`config.mk`:
```
export PLATFORM = sky130hd
export DESIGN_NAME = alu_seq_stage
export DESIGN_NICKNAME = d
export VERILOG_FILES = /design/src/rtl/alu_seq_stage.sv
export SDC_FILE = /design/constraint.sdc
export NUM_CORES = 1
export LEC_CHECK = 0
export CAP_MARGIN = 0
export CORE_ASPECT_RATIO = 1.25
export CORE_MARGIN = 4
export CORE_UTILIZATION = 62
export DETAILED_ROUTE_END_ITERATION = 10
export HOLD_SLACK_MARGIN = 0.03
export PLACE_DENSITY_LB_ADDON = 0.1
export RECOVER_POWER = 50
export SYNTH_ARGS = -nofsm -noshare
export SYNTH_HDL_FRONTEND = slang
export SYNTH_SLANG_ARGS = --single-unit
```
`constraint.sdc`:
```
create_clock -name clk -period 5.8 [get_ports clk]
set_clock_uncertainty 0.2 [all_clocks]
set_input_delay 0.87 -clock clk [delete_from_list [all_inputs] [get_ports clk]]
set_output_delay 0.87 -clock clk [all_outputs]
set_load 0.005 [all_outputs]
```
`src/rtl/alu_seq_stage.sv`:
```
// -----------------------------------------------------------------------------
// alu_seq_stage
//   Sequencing ALU stage that feeds the output load register. An operand pair
//   and opcode are captured on a start request. Single-cycle ops (add, sub,
//   logic, shifts) produce their result one cycle later. Iterative ops
//   (shift-add multiply and, optionally, restoring divide/modulo) run N
//   iterations on a 2N-bit accumulator and produce their result N+1 cycles
//   after the request. Every result is presented with C/N/V/Z flags, a hex
//   7-segment pattern and a one-cycle valid strobe.
//
// Configuration:
//   ALU_DIVMOD_EN  defined   : opcodes 8 (DIV) and 9 (MOD) use the iterative
//                              restoring divider.
//                  undefined : no divider is built; opcodes 8/9 are illegal.
//
// Ports:
//   clk, rst        clock, synchronous active-high reset
//   start           request, accepted in IDLE or DONE only
//   opcode[3:0]     0 ADD,1 SUB,2 AND,3 OR,4 XOR,5 SHL,6 SHR,7 MUL,8 DIV,9 MOD
//   a, b [N-1:0]    operands
//   busy            operation in flight
//   valid           one-cycle strobe, outputs hold a new result
//   result[N-1:0]   registered result
//   outFlagC_m/N/V/Z registered flags
//   segA_m[6:0]     active-low {g,f,e,d,c,b,a} pattern for result[3:0]
// -----------------------------------------------------------------------------
module alu_seq_stage #(
    parameter int N = 4
) (
    input  logic         clk,
    input  logic         rst,
    input  logic         start,
    input  logic [3:0]   opcode,
    input  logic [N-1:0] a,
    input  logic [N-1:0] b,
    output logic         busy,
    output logic         valid,
    output logic [N-1:0] result,
    output logic         outFlagC_m,
    output logic         outFlagN_m,
    output logic         outFlagV_m,
    output logic         outFlagZ_m,
    output logic [6:0]   segA_m
);

    localparam int SW = (N > 1) ? $clog2(N) : 1;
    localparam int CW = $clog2(N + 1);

    localparam logic [3:0] OP_ADD = 4'd0;
    localparam logic [3:0] OP_SUB = 4'd1;
    localparam logic [3:0] OP_AND = 4'd2;
    localparam logic [3:0] OP_OR  = 4'd3;
    localparam logic [3:0] OP_XOR = 4'd4;
    localparam logic [3:0] OP_SHL = 4'd5;
    localparam logic [3:0] OP_SHR = 4'd6;
    localparam logic [3:0] OP_MUL = 4'd7;
`ifdef ALU_DIVMOD_EN
    localparam logic [3:0] OP_DIV = 4'd8;
    localparam logic [3:0] OP_MOD = 4'd9;
`endif

    typedef enum logic [1:0] {
        IDLE = 2'd0,
        EXEC = 2'd1,
        ITER = 2'd2,
        DONE = 2'd3
    } state_t;

    state_t          state_r;
    logic [N-1:0]    opA_r;
    logic [N-1:0]    opB_r;
    logic [3:0]      opc_r;
    logic [CW-1:0]   iterCnt_r;
    logic [2*N-1:0]  acc_r;

    logic [2*N-1:0]  accInit_s;
    logic [2*N-1:0]  accNext_s;
    logic [N-1:0]    execRes_s;
    logic            execC_s;
    logic            execV_s;
    logic [N-1:0]    iterRes_s;
    logic            iterC_s;
    logic            iterV_s;
    logic [N-1:0]    finRes_s;
    logic            finC_s;
    logic            finV_s;

    // Active-low hex digit pattern, bit order {g,f,e,d,c,b,a}.
    function automatic logic [6:0] hex7(input logic [3:0] v);
        logic [6:0] seg;
        case (v)
            4'h0:    seg = 7'b1000000;
            4'h1:    seg = 7'b1111001;
            4'h2:    seg = 7'b0100100;
            4'h3:    seg = 7'b0110000;
            4'h4:    seg = 7'b0011001;
            4'h5:    seg = 7'b0010010;
            4'h6:    seg = 7'b0000010;
            4'h7:    seg = 7'b1111000;
            4'h8:    seg = 7'b0000000;
            4'h9:    seg = 7'b0010000;
            4'hA:    seg = 7'b0001000;
            4'hB:    seg = 7'b0000011;
            4'hC:    seg = 7'b1000110;
            4'hD:    seg = 7'b0100001;
            4'hE:    seg = 7'b0000110;
            4'hF:    seg = 7'b0001110;
            default: seg = 7'b1111111;
        endcase
        return seg;
    endfunction

    // Opcodes that take the N-iteration path.
    function automatic logic isIter(input logic [3:0] op);
        logic r;
        case (op)
            OP_MUL:  r = 1'b1;
`ifdef ALU_DIVMOD_EN
            OP_DIV,
            OP_MOD:  r = 1'b1;
`endif
            default: r = 1'b0;
        endcase
        return r;
    endfunction

    // Accumulator seed: multiplier in the low half for MUL, dividend for DIV/MOD.
    always_comb begin
        accInit_s = {(2*N){1'b0}};
        case (opcode)
            OP_MUL:  accInit_s = {{N{1'b0}}, b};
`ifdef ALU_DIVMOD_EN
            OP_DIV,
            OP_MOD:  accInit_s = {{N{1'b0}}, a};
`endif
            default: accInit_s = {(2*N){1'b0}};
        endcase
    end

    // One iteration step of the multiplier / restoring divider.
    always_comb begin
        logic [N:0] mulHi;
        logic [N:0] divTmp;
        logic [N:0] divTrial;
        mulHi     = {(N+1){1'b0}};
        divTmp    = {(N+1){1'b0}};
        divTrial  = {(N+1){1'b0}};
        accNext_s = acc_r;
        case (opc_r)
            // Add the multiplicand into the high half when the current
            // multiplier bit is set, then shift the whole pair right.
            OP_MUL: begin
                mulHi     = {1'b0, acc_r[2*N-1:N]}
                          + (acc_r[0] ? {1'b0, opA_r} : {(N+1){1'b0}});
                accNext_s = {mulHi, acc_r[N-1:1]};
            end
`ifdef ALU_DIVMOD_EN
            // High half holds the partial remainder, low half the dividend
            // shifting out while quotient bits shift in. Bit N of the trial
            // difference is the borrow: clear means the subtraction stands.
            OP_DIV,
            OP_MOD: begin
                divTmp   = {acc_r[2*N-1:N], acc_r[N-1]};
                divTrial = divTmp - {1'b0, opB_r};
                if (!divTrial[N]) begin
                    accNext_s = {divTrial[N-1:0], acc_r[N-2:0], 1'b1};
                end else begin
                    accNext_s = {divTmp[N-1:0], acc_r[N-2:0], 1'b0};
                end
            end
`endif
            default: accNext_s = acc_r;
        endcase
    end

    // Single-cycle datapath on the captured operands.
    always_comb begin
        logic [N:0]     sum;
        logic [2*N-1:0] wide;
        sum       = {(N+1){1'b0}};
        wide      = {(2*N){1'b0}};
        execRes_s = {N{1'b0}};
        execC_s   = 1'b0;
        execV_s   = 1'b0;
        case (opc_r)
            OP_ADD: begin
                sum       = {1'b0, opA_r} + {1'b0, opB_r};
                execRes_s = sum[N-1:0];
                execC_s   = sum[N];
                execV_s   = (opA_r[N-1] == opB_r[N-1]) && (sum[N-1] != opA_r[N-1]);
            end
            OP_SUB: begin
                sum       = {1'b0, opA_r} + {1'b0, ~opB_r} + {{N{1'b0}}, 1'b1};
                execRes_s = sum[N-1:0];
                execC_s   = sum[N];
                execV_s   = (opA_r[N-1] != opB_r[N-1]) && (sum[N-1] != opA_r[N-1]);
            end
            OP_AND: execRes_s = opA_r & opB_r;
            OP_OR:  execRes_s = opA_r | opB_r;
            OP_XOR: execRes_s = opA_r ^ opB_r;
            // Shifting inside a 2N-bit window leaves the last bit shifted out
            // at bit N (left) or bit N-1 (right); it is zero for s=0.
            OP_SHL: begin
                wide      = {{N{1'b0}}, opA_r} << opB_r[SW-1:0];
                execRes_s = wide[N-1:0];
                execC_s   = wide[N];
            end
            OP_SHR: begin
                wide      = {opA_r, {N{1'b0}}} >> opB_r[SW-1:0];
                execRes_s = wide[2*N-1:N];
                execC_s   = wide[N-1];
            end
            default: begin
                execRes_s = {N{1'b0}};
                execC_s   = 1'b0;
                execV_s   = 1'b0;
            end
        endcase
    end

    // Result extraction once all iterations have completed.
    always_comb begin
        iterRes_s = {N{1'b0}};
        iterC_s   = 1'b0;
        iterV_s   = 1'b0;
        case (opc_r)
            OP_MUL: begin
                iterRes_s = acc_r[N-1:0];
                iterC_s   = |acc_r[2*N-1:N];
            end
`ifdef ALU_DIVMOD_EN
            OP_DIV,
            OP_MOD: begin
                if (opB_r == {N{1'b0}}) begin
                    iterRes_s = {N{1'b1}};
                    iterV_s   = 1'b1;
                end else if (opc_r == OP_DIV) begin
                    iterRes_s = acc_r[N-1:0];
                end else begin
                    iterRes_s = acc_r[2*N-1:N];
                end
            end
`endif
            default: begin
                iterRes_s = {N{1'b0}};
                iterC_s   = 1'b0;
                iterV_s   = 1'b0;
            end
        endcase
    end

    // Select which datapath drives the output register this cycle.
    always_comb begin
        if (state_r == ITER) begin
            finRes_s = iterRes_s;
            finC_s   = iterC_s;
            finV_s   = iterV_s;
        end else begin
            finRes_s = execRes_s;
            finC_s   = execC_s;
            finV_s   = execV_s;
        end
    end

    // Sequencer FSM with operand capture, iteration and registered outputs.
    always_ff @(posedge clk) begin
        if (rst) begin
            state_r    <= IDLE;
            opA_r      <= {N{1'b0}};
            opB_r      <= {N{1'b0}};
            opc_r      <= 4'd0;
            iterCnt_r  <= {CW{1'b0}};
            acc_r      <= {(2*N){1'b0}};
            busy       <= 1'b0;
            valid      <= 1'b0;
            result     <= {N{1'b0}};
            outFlagC_m <= 1'b0;
            outFlagN_m <= 1'b0;
            outFlagV_m <= 1'b0;
            outFlagZ_m <= 1'b0;
            segA_m     <= 7'b1111111;
        end else begin
            case (state_r)
                // DONE accepts a new request exactly like IDLE.
                IDLE, DONE: begin
                    valid <= 1'b0;
                    if (start) begin
                        opA_r     <= a;
                        opB_r     <= b;
                        opc_r     <= opcode;
                        acc_r     <= accInit_s;
                        iterCnt_r <= {CW{1'b0}};
                        busy      <= 1'b1;
                        state_r   <= isIter(opcode) ? ITER : EXEC;
                    end else begin
                        state_r   <= IDLE;
                    end
                end
                EXEC: begin
                    result     <= finRes_s;
                    outFlagC_m <= finC_s;
                    outFlagN_m <= finRes_s[N-1];
                    outFlagV_m <= finV_s;
                    outFlagZ_m <= (finRes_s == {N{1'b0}});
                    segA_m     <= hex7(finRes_s[3:0]);
                    valid      <= 1'b1;
                    busy       <= 1'b0;
                    state_r    <= DONE;
                end
                // N iteration edges, then one edge to register the result.
                ITER: begin
                    if (iterCnt_r == CW'(N)) begin
                        result     <= finRes_s;
                        outFlagC_m <= finC_s;
                        outFlagN_m <= finRes_s[N-1];
                        outFlagV_m <= finV_s;
                        outFlagZ_m <= (finRes_s == {N{1'b0}});
                        segA_m     <= hex7(finRes_s[3:0]);
                        valid      <= 1'b1;
                        busy       <= 1'b0;
                        state_r    <= DONE;
                    end else begin
                        acc_r     <= accNext_s;
                        iterCnt_r <= iterCnt_r + CW'(1);
                    end
                end
                default: begin
                    state_r <= IDLE;
                    busy    <= 1'b0;
                    valid   <= 1'b0;
                end
            endcase
        end
    end

endmodule
```
# Word level (Yosys, flattened, before mapping)
# Memory sizes are Yosys's and may differ from the RTL's.
# Index checks and enable logic that the tools add are counted.
[op_classes]
n_div = 0
n_mux = 42
eq_ne = 20
bitwise = 4
order_cmp = 0
multipliers = 0
n_shift = 2
add_sub_neg = 5
n_reduce_logical = 14
[op_table]
columns = ["operator", "count"]
rows = [
  ["case mux 4 bit (7 select lines)", 1],
  ["two-way mux 8 bit", 3],
  ["== test 4 x 3 -> 1 bit, second input constant", 5],
  ["two-way mux 4 bit", 5],
  ["case mux 8 bit (2 select lines)", 1],
  ["adder 4 x 4 -> 5 bit", 3],
  ["two-way mux 1 bit", 14],
  ["case mux 7 bit (2 select lines)", 1],
  ["case mux 1 bit (2 select lines)", 5],
  ["== test 4 x 2 -> 1 bit, second input constant", 2],
  ["zero test 4 bit", 2],
  ["case mux 4 bit (2 select lines)", 1],
  ["right shift 8 x 2 -> 8 bit", 1],
  ["two-way mux 7 bit", 1],
  ["two-way mux 2 bit", 3],
  ["two-way mux 3 bit", 2],
  ["case mux 1 bit (3 select lines)", 2],
  ["case mux 2 bit (3 select lines)", 1],
  ["case mux 3 bit (2 select lines)", 1],
  ["AND reduction 2 bit", 3],
  ["adder 5 x 1 -> 5 bit, second input constant", 1],
  ["<< shifter 4 x 2 -> 5 bit", 1],
  ["AND 4 bit", 1],
  ["== test 2 bit, second input constant", 2],
  ["other kinds (19)", 25],
]
[totals]
wordCells = 103
romBits = 224
memories = 2
inputBits = 15
reg_bits = 42
ram_bits = 0
output_inout_bits = 17
latchBits = 0
[memory_table]
columns = ["name", "depth", "width", "read_ports", "rd_clocked_by_memory_dff", "wr", "line_no", "rtl"]
rows = [
  ["(no name shown)", 16, 7, 1, 0, 0, "91", "case (v)"],
  ["(no name shown)", 16, 7, 1, 0, 0, "91", ""],
]

# Logic depth before layout (Yosys ltp)
# Gate-level depths: netlist of the first run.
[logic_depth]
word_depth = 9
mapped_depth = 15
mapped_depth_nobuf = 15

# Worst setup path after synthesis of the first run
# Ideal clock, no wire load.
[synth_timing]
path_kind = "register -> register"
from = "reg opA_r[0]"
to = "reg segA_m[0]"
t_arrival_ns = 2.652
setup_slack_ns = 2.879
t_required_ns = 5.530
path_stages_with_launch = 15
path_cell_list = "dfxtp_1 > ha_1 > fa_1 > mux2i_1 > or3_1 > a21oi_1 > nor2_1 > o21a_1 > inv_2 > ha_1 > inv_1 > a2111o_1 > a21oi_1 > a311oi_1 > a21oi_1"
[synth_between]
elab_chain_len = 7
elab_cells_between_ends = 14
cone_classes = "add/sub: 3; shift: 2; mux: 4; bitwise: 3; memory: 2"
[synth_rtl]
columns = ["item", "line_no", "rtl"]
rows = [
  ["from (decl)", "70", "logic [N-1:0] opA_r;"],
  ["from (signal assigned)", "269", "opA_r <= {N{1'b0}};"],
  ["adder 4 x 4 -> 5 bit", "193", "sum = {1'b0, opA_r} + {1'b0, ~opB_r} + {{N{1'b0}}, 1'b1};"],
  ["adder 5 x 1 -> 5 bit", "193", ""],
  ["case mux 4 bit (7 select lines) (*)", "185", "case (opc_r)"],
  ["two-way mux 4 bit (*)", "254", "if (state_r == ITER) begin"],
  ["named net finRes_s[1]", "84", "logic [N-1:0] finRes_s;"],
  ["memory (16 x 7 bit)", "--", ""],
  ["two-way mux 7 bit", "312", "if (iterCnt_r == CW'(N)) begin"],
  ["case mux 7 bit (2 select lines) (*)", "283", "case (state_r)"],
  ["to (signal assigned)", "305", "segA_m <= hex7(finRes_s[3:0]);"],
  ["to (signal assigned)", "318", "segA_m <= hex7(finRes_s[3:0]);"],
  ["to (decl)", "43", "output logic [6:0] segA_m"],
]
# Mark *: on every way through the listed nets, which the timed path passes. The rest lies on a longest branch. The select of a mux whose other input is x is not followed.
# A chain may end at the register's enable or synchronous reset.

# Worst setup path in the final report of the first run
[layout_timing]
from = "reg opB_r[0]"
to = "reg segA_m[0]"
[layout_between]
elab_chain_len = 8
elab_cells_between_ends = 15
cone_classes = "add/sub: 3; shift: 2; mux: 4; bitwise: 4; memory: 2"
[layout_rtl]
columns = ["item", "line_no", "rtl"]
rows = [
  ["from (decl)", "71", "logic [N-1:0] opB_r;"],
  ["from (signal assigned)", "270", "opB_r <= {N{1'b0}};"],
  ["NOT 4 bit", "193", ""],
  ["adder 4 x 4 -> 5 bit", "193", ""],
  ["adder 5 x 1 -> 5 bit", "193", ""],
  ["case mux 4 bit (7 select lines) (*)", "185", ""],
  ["two-way mux 4 bit (*)", "254", ""],
  ["named net finRes_s[1]", "84", ""],
  ["memory (16 x 7 bit)", "--", ""],
  ["two-way mux 7 bit", "312", ""],
  ["case mux 7 bit (2 select lines) (*)", "283", ""],
]
# Marked as above.

==> summary.md, run 1 <==
| Metric | Value |
|---|---|
| Outcome | completed |
| Design area | 0.00348 mm² |
| Routed Antenna Nets | 0 |
| Drt wl/cell | 16.9 µm |
| # fillers | 385 |
| Overflow after GRT | 0 |
| Slew HR | 46.7% |
| Cell mode on critical path | a21oi_1 |
| Number of cells on the worst reg-to-reg path | 14 |
| Netlist cell types | 71 |
| Total power | 1480 µW |
| Final hold vios | 0 |
| Min-delay src | outFlagZ_m |
| Initial DRC count | 234 |
| Post-DP Area | 0.00339 mm² |
| Routed met3 length | 327 µm |
| Chip width | 71.1 µm |
| Flop-to-flop setup slack | 2360 ps |
| Worst-path fanout max | 14 |
| Syn Nets | 422 |
| Final setup TNS | 0 ps |
| Worst path bufs/invs | 2 |
| RSZ-0062 raised after global routing | no |
| First-pass DRT Iterations | 4 |
| Syn. warnings | 0 |
| IO Count | 32 |
| Slew @ Worst Pin | 798 ps |
| Multi-input gate area | 0.00207 mm² |
| CTS H-tree lvls | 2 |
| Tcrit/Tclk final | 59.3% |
| DR WL met2 | 3820 µm |
| Capturing point of the worst reg2reg path | segA_m[0] |
| Crit path largest cell delay | 490 ps |
| Area contributors post-synth | dfxtp_1 (27%), ha_1 (10%), a21oi_1 (6.2%), nand2_1 (5.5%), mux2i_1 (3.2%) |
| I/O Buffers | 31 |
| Fin crit period | 3440 ps |
| Total core area | 0.00476 mm² |
| HP Class | flip-flop to flip-flop |
| Top FF cell, synth | dfxtp_1 |
| Crit path arrival time | 3470 ps |
| Top Layer Used | met4 |
| Worst Setup EP | segA_m[0] |
| DRC Markers | 0 |
| DRT met1 WL | 3460 µm |
| # setup viols final | 0 |
| GP Congestion | 0.908 |
| Fmax | 291 MHz |
| Initial antenna violation count | 0 |
| CTS tree | built |
| Synth area leader | dfxtp_1 |
| Initial core utilization | 64.8% |
| CP endpoint kind | flip-flop |
| Die H | 86.9 µm |
| Cell family with most CP delay | compound AO/OA/AOI/OAI gates |
| Die area | 0.00618 mm² |
| Vias | 2911 |
| Resized cells post-CTS | 0 |
| Root buf cell | clkbuf_8 |
| Vias/cell | 6.33 |
| Yosys top cell area share | 26.6% |
| Largest net degree at the start of global routing | 44 |
| Max_cap viols | 0 |
| Post-route setup slack | 2360 ps |
| Final Max Slew Viols | 0 |
| Max stage delay cell, worst path | dfxtp_1 |
| CTS clk-pin slew, worst paths | 90 ps |
| Num CTS Buffers | 5 |
| Post-DP HPWL | 5600 µm |
| Post-Synthesis Cells | 379 |
| GRT Total Usage | 26.6% |
| Post-Syn Area | 0.00309 mm² |
| CP Cell Sequence | ha_1 > fa_1 > mux2i_1 > or3_1 > a21oi_1 > nor2_1 > o21a_1 > inv_2 > ha_1 > inv_1 > a2111o_1 > a21oi_1 > a311oi_1 > a21oi_1 |
| Layout cell share with drive strength beyond 1 | 8.50% |
| Worst path depth | 14 |
| Clock Tree Buf Depth | 2 |
| Critical path type | flip-flop to flip-flop |
| P_leak | 0.00134 µW |
| Core Util, Final | 73.1% |
| Setup Slack @ Placement | 2450 ps |
| PD cells | 425 mW/mm² |
| Startpoint Class | flip-flop |
| FP Rows | 28 |
| Worst path required time | 5830 ps |
| Nets | 442 |
| Worst skew pair latency | 300 ps |
| Setup bufs post-CTS | 0 |
| First-pass GRT wire length | 13300 µm |
| Register area | 821 µm² |
| Hold_buf cts | 0 |
| Seq cells post-synth | 41 |
| Register area share after synthesis | 26.6% |
| P&R area growth vs syn | 12.8% |
| Worst reg2reg startpoint | opB_r[0] |
| Asr flop ratio synth | 0% |
| Routed wire length | 7800 µm |
| Ant diodes | 0 |
| Beginning of the critical path | opB_r[0] |
| Vias in the first global route | 2835 |
| Clock Sinks | 41 |
| Max IR drop VDD | 371 µV |
| Syn Area/Cell | 8.14 µm² |
| Post-synth EDFFs | 0 |
[state kept, by name (all words and copies together) (netlist names), 2 cells and up]
register and flops:
opc_r 4, iterCnt_r 3, opB_r 4, state_r 2, opA_r 4, result 3, acc_r 8, segA_m 7
[per-layer routing]
layer,up-vias,track usage (%)
li1,1402,-
met1,1396,33.6
met2,92,44.8
met3,21,4.73
met4,0,10.4
met5,-,0
[kinds of logic (layout without fill, tap and decap cells)]
group | count (synthesis) | in the layout | share of synthesized area [%]
XOR/XNOR | 6 | 6 | 1.70
AO/OA/AOI/OAI | 104 | 104 | 24.8
flip-flops | 41 | 41 | 26.6
AND/OR/NAND/NOR | 145 | 145 | 24.6
buffers and inverters | 43 | 64 | 6.20
adder cells (fa/ha/maj) | 28 | 28 | 12.1
multiplexers | 12 | 12 | 3.97
[power by group]
| group | internal [µW] | switching [µW] | total [µW] |
|---|---|---|---|
| Combinational | 345 | 489 | 835 |
| Sequential | 353 | 96.1 | 449 |
| Clock | 85.4 | 109 | 194 |
[cells in the final DEF (no fill, tap or decap), drive strengths merged, types with 3 or more instances in the layout]
master,synthesis,layout
mux2i,10,10
fa,3,3
and2,7,7
nor2,22,22
nand3b,3,3
buf,11,4
nand3,11,11
dlygate4sd3,0,15
nand4,6,6
a31o,3,3
clkinv,0,3
and3,5,5
nor3,17,17
a21oi,38,38
clkbuf,11,5
clkdlybuf4s50,0,16
ha,25,25
xnor2,5,5
o21ai,11,11
nand2,46,46
nor4,3,3
inv,21,21
a211oi,10,10
a2111oi,3,3
nor2b,8,8
o211ai,8,8
nand2b,8,8
a31oi,6,6
dfxtp,41,41
a21o,3,3
[through the flow]
step	cells	hold WS (ps)
floorplan	379	248
global placement	452	248
detailed placement	452	253
CTS	460	268
global route	460	285
finish	460	262
[synth_stat cells (all sizes together) (7+ instances only)]
cell,number
o211ai,8
and2,7
dfxtp,41
buf,11
nor2b,8
mux2i,10
a211oi,10
nor2,22
inv,21
ha,25
nand2b,8
a21oi,38
nand3,11
o21ai,11
clkbuf,11
nand2,46
nor3,17
[worst register-to-register path: stages (launching register included)]
cell and delay (ps):
dfxtp_1 490, ha_1 340, fa_1 490, mux2i_1 60, or3_1 320, a21oi_1 170, nor2_1 70, o21a_1 250
inv_2 100, ha_1 140, inv_1 80, a2111o_1 290, a21oi_1 140, a311oi_1 70, a21oi_1 150
[worst min-delay path by stage]
stage | end | depth (start not counted) | slack, ps
3_5_place_dp | outFlagZ_m | 2 | 250
4_1_cts | outFlagZ_m | 2 | 270
6_report | outFlagZ_m | 2 | 260
5_1_grt | valid | 2 | 290
3_3_place_gp | outFlagZ_m | 2 | 250
2_1_floorplan | acc_r[7] | 2 | 250
[layout make-up]
type | count | area share, %
Tap cell | 60 | 2.16
Multi-Input combinational cell | 295 | 59.6
Clock buffer | 5 | 1.98
Timing Repair Buffer | 35 | 9.78
Clock inverter | 3 | 0.647
Inverter | 21 | 2.26
Sequential cell | 41 | 23.6
Power figures use the tool's default switching activity.
==> inputs of run 2 (changes only) <==
Settings changed: CORE_UTILIZATION 62 to 52.
Clock period 5.8 ns to 2.8 ns, I/O delays scaled along.
==> run 2 against run 1 <==
Worst hold slack got worse by 1.3 ps. Die area rose by 17%. Non-clock buffer count rose by 41. Core utilization fell by 4.2 points. Global-route usage fell by 2.5 points. Worst setup slack got worse by 2500 ps. Clock-buffer cell count rose by 1. The run now ends with setup timing left. Power rose by 140%. Wire length rose by 11%. First-iteration DRC count fell by 14%.
==> summary.md, run 2 (same netlist as run 1, synthesis figures left out) <==
| Metric | Value |
|---|---|
| # setup viols final | 4 (was 0) |
| Worst-path fanout max | 2 (was 14) |
| I/O Buffers | 31 (unchanged) |
| IO Count | 32 (unchanged) |
| Largest Register | acc_r (unchanged) |
| Vias in the first global route | 2906 (was 2835) |
| DRC Markers | 0 (unchanged) |
| Placed cells | 491 (was 452) |
| Fin crit period | 2970 ps (was 3440 ps) |
| Clock Sinks | 41 (unchanged) |
| Setup Slack @ Placement | -141 ps (was 2450 ps) |
| P_leak | 0.00157 µW (was 0.00134 µW) |
| Routing usage on met3 | 3.45% (was 4.73%) |
| GP Congestion | 0.912 (was 0.908) |
| Startpoint Class | flip-flop (unchanged) |
| Routed wire length | 8620 µm (was 7800 µm) |
| Fmax | 336 MHz (was 291 MHz) |
| Worst Setup EP | segA_m[0] (unchanged) |
| Slew HR | 53.1% (was 46.7%) |
| Outcome | complete, but fails checks (was completed) |
| Routed Antenna Nets | 0 (unchanged) |
| Final hold vios | 0 (unchanged) |
| CTS H-tree lvls | 2 (unchanged) |
| Total core area | 0.00578 mm² (was 0.00476 mm²) |
| Post-DP Area | 0.00366 mm² (was 0.00339 mm²) |
| Critical path type | flip-flop to flip-flop (unchanged) |
| Layout cell share with drive strength beyond 1 | 22.7% (was 8.50%) |
| Regs by FF count | acc_r: 8 flops, segA_m: 7 flops (unchanged) |
| Hold WS | 260 ps (was 262 ps) |
| Nets | 483 (was 442) |
| Die area | 0.00724 mm² (was 0.00618 mm²) |
| FP Rows | 31 (was 28) |
| P&R area growth vs syn | 28.9% (was 12.8%) |
| Flop-to-flop setup slack | -170 ps (was 2360 ps) |
| Drt wl/cell | 17.0 µm (was 16.9 µm) |
| Initial DRC count | 202 (was 234) |
| Die H | 94.1 µm (was 86.9 µm) |
| Root buf cell | clkbuf_8 (unchanged) |
| Worst skew pair latency | 300 ps (about the same) |
| Slew @ Worst Pin | 703 ps (was 798 ps) |
| Failing checks | setup timing |
| Clock Tree Buf Depth | 2 (unchanged) |
| Max reg flops | 8 (unchanged) |
| GRT busiest layer | met2 (unchanged) |
| Max IR drop VDD | 840 µV (was 371 µV) |
| Number of cells on the worst reg-to-reg path | 14 (unchanged) |
| RSZ-0062 raised after global routing | yes (was no) |
| Beginning of the critical path | opB_r[0] (unchanged) |
| PD cells | 895 mW/mm² (was 425 mW/mm²) |
| Num CTS Buffers | 5 (unchanged) |
| Crit path arrival time | 3000 ps (was 3470 ps) |
| Tcrit/Tclk final | 106% (was 59.3%) |
| Initial antenna violation count | 0 (unchanged) |
| Largest net degree at the start of global routing | 43 (was 44) |
| First-pass DRT Iterations | 4 (unchanged) |
| Commonest non-fill, non-tap cells in the layout | nand2_1 (44), buf_4 (42), dfxtp_1 (38) (was nand2_1 (45), dfxtp_1 (41), a21oi_1 (38)) |
| Initial core utilization | 53.4% (was 64.8%) |
| CP endpoint kind | flip-flop (unchanged) |
| HP Class | flip-flop to flip-flop (unchanged) |
| Grt met2 use | 40.8% (was 44.8%) |
| Worst path required time | 2830 ps (was 5830 ps) |
| GRT Total Usage | 24.1% (was 26.6%) |
| Capturing point of the worst reg2reg path | segA_m[0] (unchanged) |
| Chip width | 76.9 µm (was 71.1 µm) |
| Overflow after GRT | 0 (unchanged) |
| Design area | 0.00398 mm² (was 0.00348 mm²) |
| Post-DP HPWL | 6140 µm (was 5600 µm) |
| CTS clk-pin slew, worst paths | 90 ps (about the same) |
| Post-route setup slack | -174 ps (was 2360 ps) |
| First-pass GRT wire length | 14100 µm (was 13300 µm) |
| Max_cap viols | 0 (unchanged) |
| Vias/cell | 5.96 (was 6.33) |
| CTS tree | built (unchanged) |
| Worst reg2reg startpoint | opB_r[0] (unchanged) |
| Final setup TNS | -426 ps (was 0 ps) |
| Ant diodes | 0 (unchanged) |
| Vias | 3022 (was 2911) |
| Min-delay src | valid (was outFlagZ_m) |
| Commonest non-fill, non-tap cell in the layout | nand2_1 (unchanged) |
| Final Max Slew Viols | 0 (unchanged) |
| Post-Layout Cell Count | 507 (was 460) |
| Met1 usage | 31.3% (was 33.6%) |
| # fillers | 469 (was 385) |
run 2: changes by cell type in the layout (fill, tap and decap cells not counted), sizes merged:
cell,change
buf,+40
clkbuf,+2
clkdlybuf4s50,-2
clkinv,-1
dlygate4sd3,+2
run 2: worst min path at each step:
stage               end  slack (ps)  depth (start not counted)
2_1_floorplan  acc_r[7]         250                          2
3_3_place_gp      valid         250                          2
3_5_place_dp      valid         250                          2
4_1_cts           valid         270                          2
5_1_grt           valid         290                          2
6_report          valid         260                          2
run 2: metal layers:
layer	up-vias	routed length (µm)
met2	83	4260
met1	1434	3770
met5	-	0
li1	1487	-
met3	18	394
met4	0	194
run 2: worst max-delay path: stages (launching register included):
cell and delay, ps:
dfxtp_4 360, ha_4 160, fa_1 480, mux2i_1 60, or3_1 330, a21oi_2 180, nor2_1 70, o21a_1 210
inv_2 80, ha_4 120, inv_2 30, a2111o_1 290, a21oi_2 130, a311oi_2 60, a21oi_1 140
run 2: report_power, final:
| part | switching, µW | leakage [µW] | total (µW) | internal, µW |
|---|---|---|---|---|
| Clock | 219 | 0.0000512 | 419 | 200 |
| Combinational | 1250 | 0.00118 | 2270 | 1020 |
| Sequential | 135 | 0.000338 | 868 | 734 |
| Total | 1610 | 0.00157 | 3560 | 1950 |
run 2: final cells by class:
| cell class | count | area (µm²) | share of cell area [%] |
|---|---|---|---|
| multi-input cells | 295 | 2230 | 56.1 |
| flip-flops and latches | 41 | 827 | 20.8 |
| repair buffers | 76 | 661 | 16.6 |
| clock buffers | 6 | 82.6 | 2.08 |
| well taps | 66 | 82.6 | 2.08 |
| inverters | 21 | 78.8 | 1.98 |
| clock inverters | 2 | 13.8 | 0.346 |
run 2: repair_timing:
action / 4_1_cts / 5_1_grt
endpoints found under the hold margin: 0 / 0
pin swaps: 5 / 14
buffers inserted: 1 / 7
endpoints found under the setup margin: 6 / 9
gates resized for setup: 9 / 22
hold buffers: 0 / 0
run 2: stage by stage:
| step | util, % | total power, µW |
|---|---|---|
| floorplan | - | 2160 |
| global placement | 63.4 | 2830 |
| detailed placement | 63.4 | 2850 |
| CTS | 65.9 | 3350 |
| global route | 68.8 | 3820 |
| finish | 68.8 | 3560 |
==> inputs of run 3 (changes only) <==
Settings changed: CORE_MARGIN 4 to unset.
==> run 3 against run 2 <==
The flow still finishes with violations (setup timing). Maximum frequency decreased by 2.4%. Combinational power is 3% lower. Cell area is 1.0% lower. Via count about the same. Clock power increased by 16%. Critical path type unchanged. Highest routed layer unchanged.
==> summary.md, run 3 (same netlist as run 1, synthesis figures left out) <==
| Metric | Value |
|---|---|
| Worst path required time | 2830 ps (about the same) |
| Initial core utilization | 53.8% (was 53.4%) |
| Crit path arrival time | 3080 ps (was 3000 ps) |
| Drt wl/cell | 17.1 µm (was 17.0 µm) |
| Chip width | 70.9 µm (was 76.9 µm) |
| RSZ-0062 raised after global routing | yes (unchanged) |
| Cell family with most CP delay | compound AO/OA/AOI/OAI gates (unchanged) |
| CTS H-tree lvls | 2 (unchanged) |
| Hold_buf cts | 0 (unchanged) |
| Failing checks | setup timing (unchanged) |
| Initial antenna violation count | 0 (unchanged) |
| Gate power share | 61.8% (was 63.8%) |
| Worst-path fanout max | 2 (unchanged) |
| Ant diodes | 0 (unchanged) |
| P&R area growth vs syn | 27.6% (was 28.9%) |
| CP endpoint kind | flip-flop (unchanged) |
| Sequential power share | 24.5% (was 24.4%) |
| Setup Slack @ Placement | -167 ps (was -141 ps) |
| Regs by FF count | acc_r: 8 flops, segA_m: 7 flops (unchanged) |
| CP Cell Sequence | ha_4 > fa_1 > mux2i_1 > or3_1 > a21oi_2 > nor2_2 > o21a_1 > inv_2 > ha_4 > inv_2 > a2111o_1 > a21oi_2 > a311oi_2 > a21oi_1 (was ha_4 > fa_1 > mux2i_1 > or3_1 > a21oi_2 > nor2_1 > o21a_1 > inv_2 > ha_4 > inv_2 > a2111o_1 > a21oi_2 > a311oi_2 > a21oi_1) |
| Slew HR | 55.5% (was 53.1%) |
| Post-route setup slack | -249 ps (was -174 ps) |
| Max IR drop VDD | 602 µV (was 840 µV) |
| Routed wire length | 8590 µm (was 8620 µm) |
| Die area | 0.00625 mm² (was 0.00724 mm²) |
| Fin crit period | 3050 ps (was 2970 ps) |
| Vias/cell | 6.00 (was 5.96) |
| Hold WS | 261 ps (was 260 ps) |
| Commonest non-fill, non-tap cell in the layout | nand2_1 (unchanged) |
| Die H | 88.1 µm (was 94.1 µm) |
| Largest net degree at the start of global routing | 43 (unchanged) |
| Total core area | 0.00574 mm² (was 0.00578 mm²) |
| Startpoint Class | flip-flop (unchanged) |
| GRT Total Usage | 28.6% (was 24.1%) |
| Nets | 479 (was 483) |
| Layout cell share with drive strength beyond 1 | 22.0% (was 22.7%) |
| DRC Markers | 0 (unchanged) |
| CTS tree | built (unchanged) |
| FP Rows | 31 (unchanged) |
| Sw Ratio | 44.5% (was 45.2%) |
| Core Util, Final | 68.6% (was 68.8%) |
| Max_cap viols | 0 (unchanged) |
| Max stage delay cell, worst path | fa_1 (unchanged) |
| GP Congestion | 0.870 (was 0.912) |
| P_leak | 0.00154 µW (was 0.00157 µW) |
| Tcrit/Tclk final | 109% (was 106%) |
| Slew @ Worst Pin | 668 ps (was 703 ps) |
| Root buf cell | clkbuf_8 (unchanged) |
| Vias | 3020 (was 3022) |
| I/O Buffers | 31 (unchanged) |
| HP Class | flip-flop to flip-flop (unchanged) |
| Routed Antenna Nets | 0 (unchanged) |
| Clock Sinks | 41 (unchanged) |
| Final Max Slew Viols | 0 (unchanged) |
| Clk pwr share | 13.7% (was 11.8%) |
| Overflow after GRT | 0 (unchanged) |
| Num CTS Buffers | 5 (unchanged) |
| Fmax | 328 MHz (was 336 MHz) |
| PD cells | 907 mW/mm² (was 895 mW/mm²) |
| First-pass DRT Iterations | 4 (unchanged) |
| IO Count | 32 (unchanged) |
| Final hold vios | 0 (unchanged) |
| Net Switching | 1590 µW (was 1610 µW) |
| First-pass GRT wire length | 13900 µm (was 14100 µm) |
| Initial DRC count | 228 (was 202) |
| Largest Register | acc_r (unchanged) |
| Clock Tree Buf Depth | 2 (unchanged) |
| Post-DP HPWL | 6160 µm (was 6140 µm) |
| Internal | 1980 µW (was 1950 µW) |
| Worst path bufs/invs | 2 (unchanged) |
| # setup viols final | 5 (was 4) |
| Commonest non-fill, non-tap cells in the layout | nand2_1 (45), buf_4 (39), dfxtp_1 (37) (was nand2_1 (44), buf_4 (42), dfxtp_1 (38)) |
| CTS clk-pin slew, worst paths | 90 ps (about the same) |
| Outcome | complete, but fails checks (unchanged) |
| Worst skew pair latency | 300 ps (about the same) |
| Vias in the first global route | 2946 (was 2906) |
| Crit path largest cell delay | 480 ps (about the same) |
| Critical path type | flip-flop to flip-flop (unchanged) |
| Max reg flops | 8 (unchanged) |
## run 3: metrics by stage
step                instances  total power, µW  setup TNS (ps)  cell area (µm²)
floorplan                 379             2160           -33.6             3110
global placement          491             2850           -87.4             3660
detailed placement        491             2880            -399             3660
CTS                       500             3440            -454             3830
global route              503             3840           -1100             3940
finish                    503             3570            -549             3940
## run 3: power groups by stage
stage,registers [µW],clock network [µW],logic [µW]
6_report,875,488,2210
5_1_grt,895,521,2420
4_1_cts,876,498,2070
3_5_place_dp,887,0,1990
3_3_place_gp,885,0,1960
2_1_floorplan,848,0,1320
## run 3: worst reg2reg max path: stages (launching register included)
cell and delay, ps:
dfxtp_4 370, ha_4 160, fa_1 480, mux2i_1 80, or3_1 350, a21oi_2 180
nor2_2 50, o21a_1 200, inv_2 90, ha_4 130, inv_2 40, a2111o_1 300
a21oi_2 140, a311oi_2 70, a21oi_1 130
## run 3: cell type report
| cell class | count | area [µm²] |
|---|---|---|
| well taps | 66 | 82.6 |
| flip-flops and latches | 41 | 828 |
| clock inverters | 2 | 38.8 |
| repair buffers | 72 | 618 |
| multi-input cells | 295 | 2220 |
| clock buffers | 6 | 72.6 |
| inverters | 21 | 78.8 |
| fillers | 477 | 1800 |
## run 3: worst paths after layout
kind / slack [ps] / endpoint / from / depth (start not counted)
max reg2reg: -250 / segA_m[0] / opB_r[0] / 14
min reg2reg: 260 / segA_m[5] / segA_m[5] / 2
max: -250 / segA_m[0] / opB_r[0] / 14
min: 260 / segA_m[5] / segA_m[5] / 2
## run 3: repair_timing
item	CTS	global route
pin swaps	3	12
buffers inserted	1	3
endpoints found under the setup margin	7	9
gates resized for setup	9	21
## run 3: routing by layer
| metal | part of all wire (%) | track usage (%) | wire length (µm) | vias up |
|---|---|---|---|---|
| met2 | 48 | 48.4 | 4090 | 113 |
| met5 | 0 | 0 | 0 | - |
| met4 | 3.5 | 13.3 | 303 | 0 |
| met1 | 43 | 36.2 | 3720 | 1400 |
| li1 | - | - | - | 1482 |
| met3 | 5.5 | 3.91 | 473 | 25 |
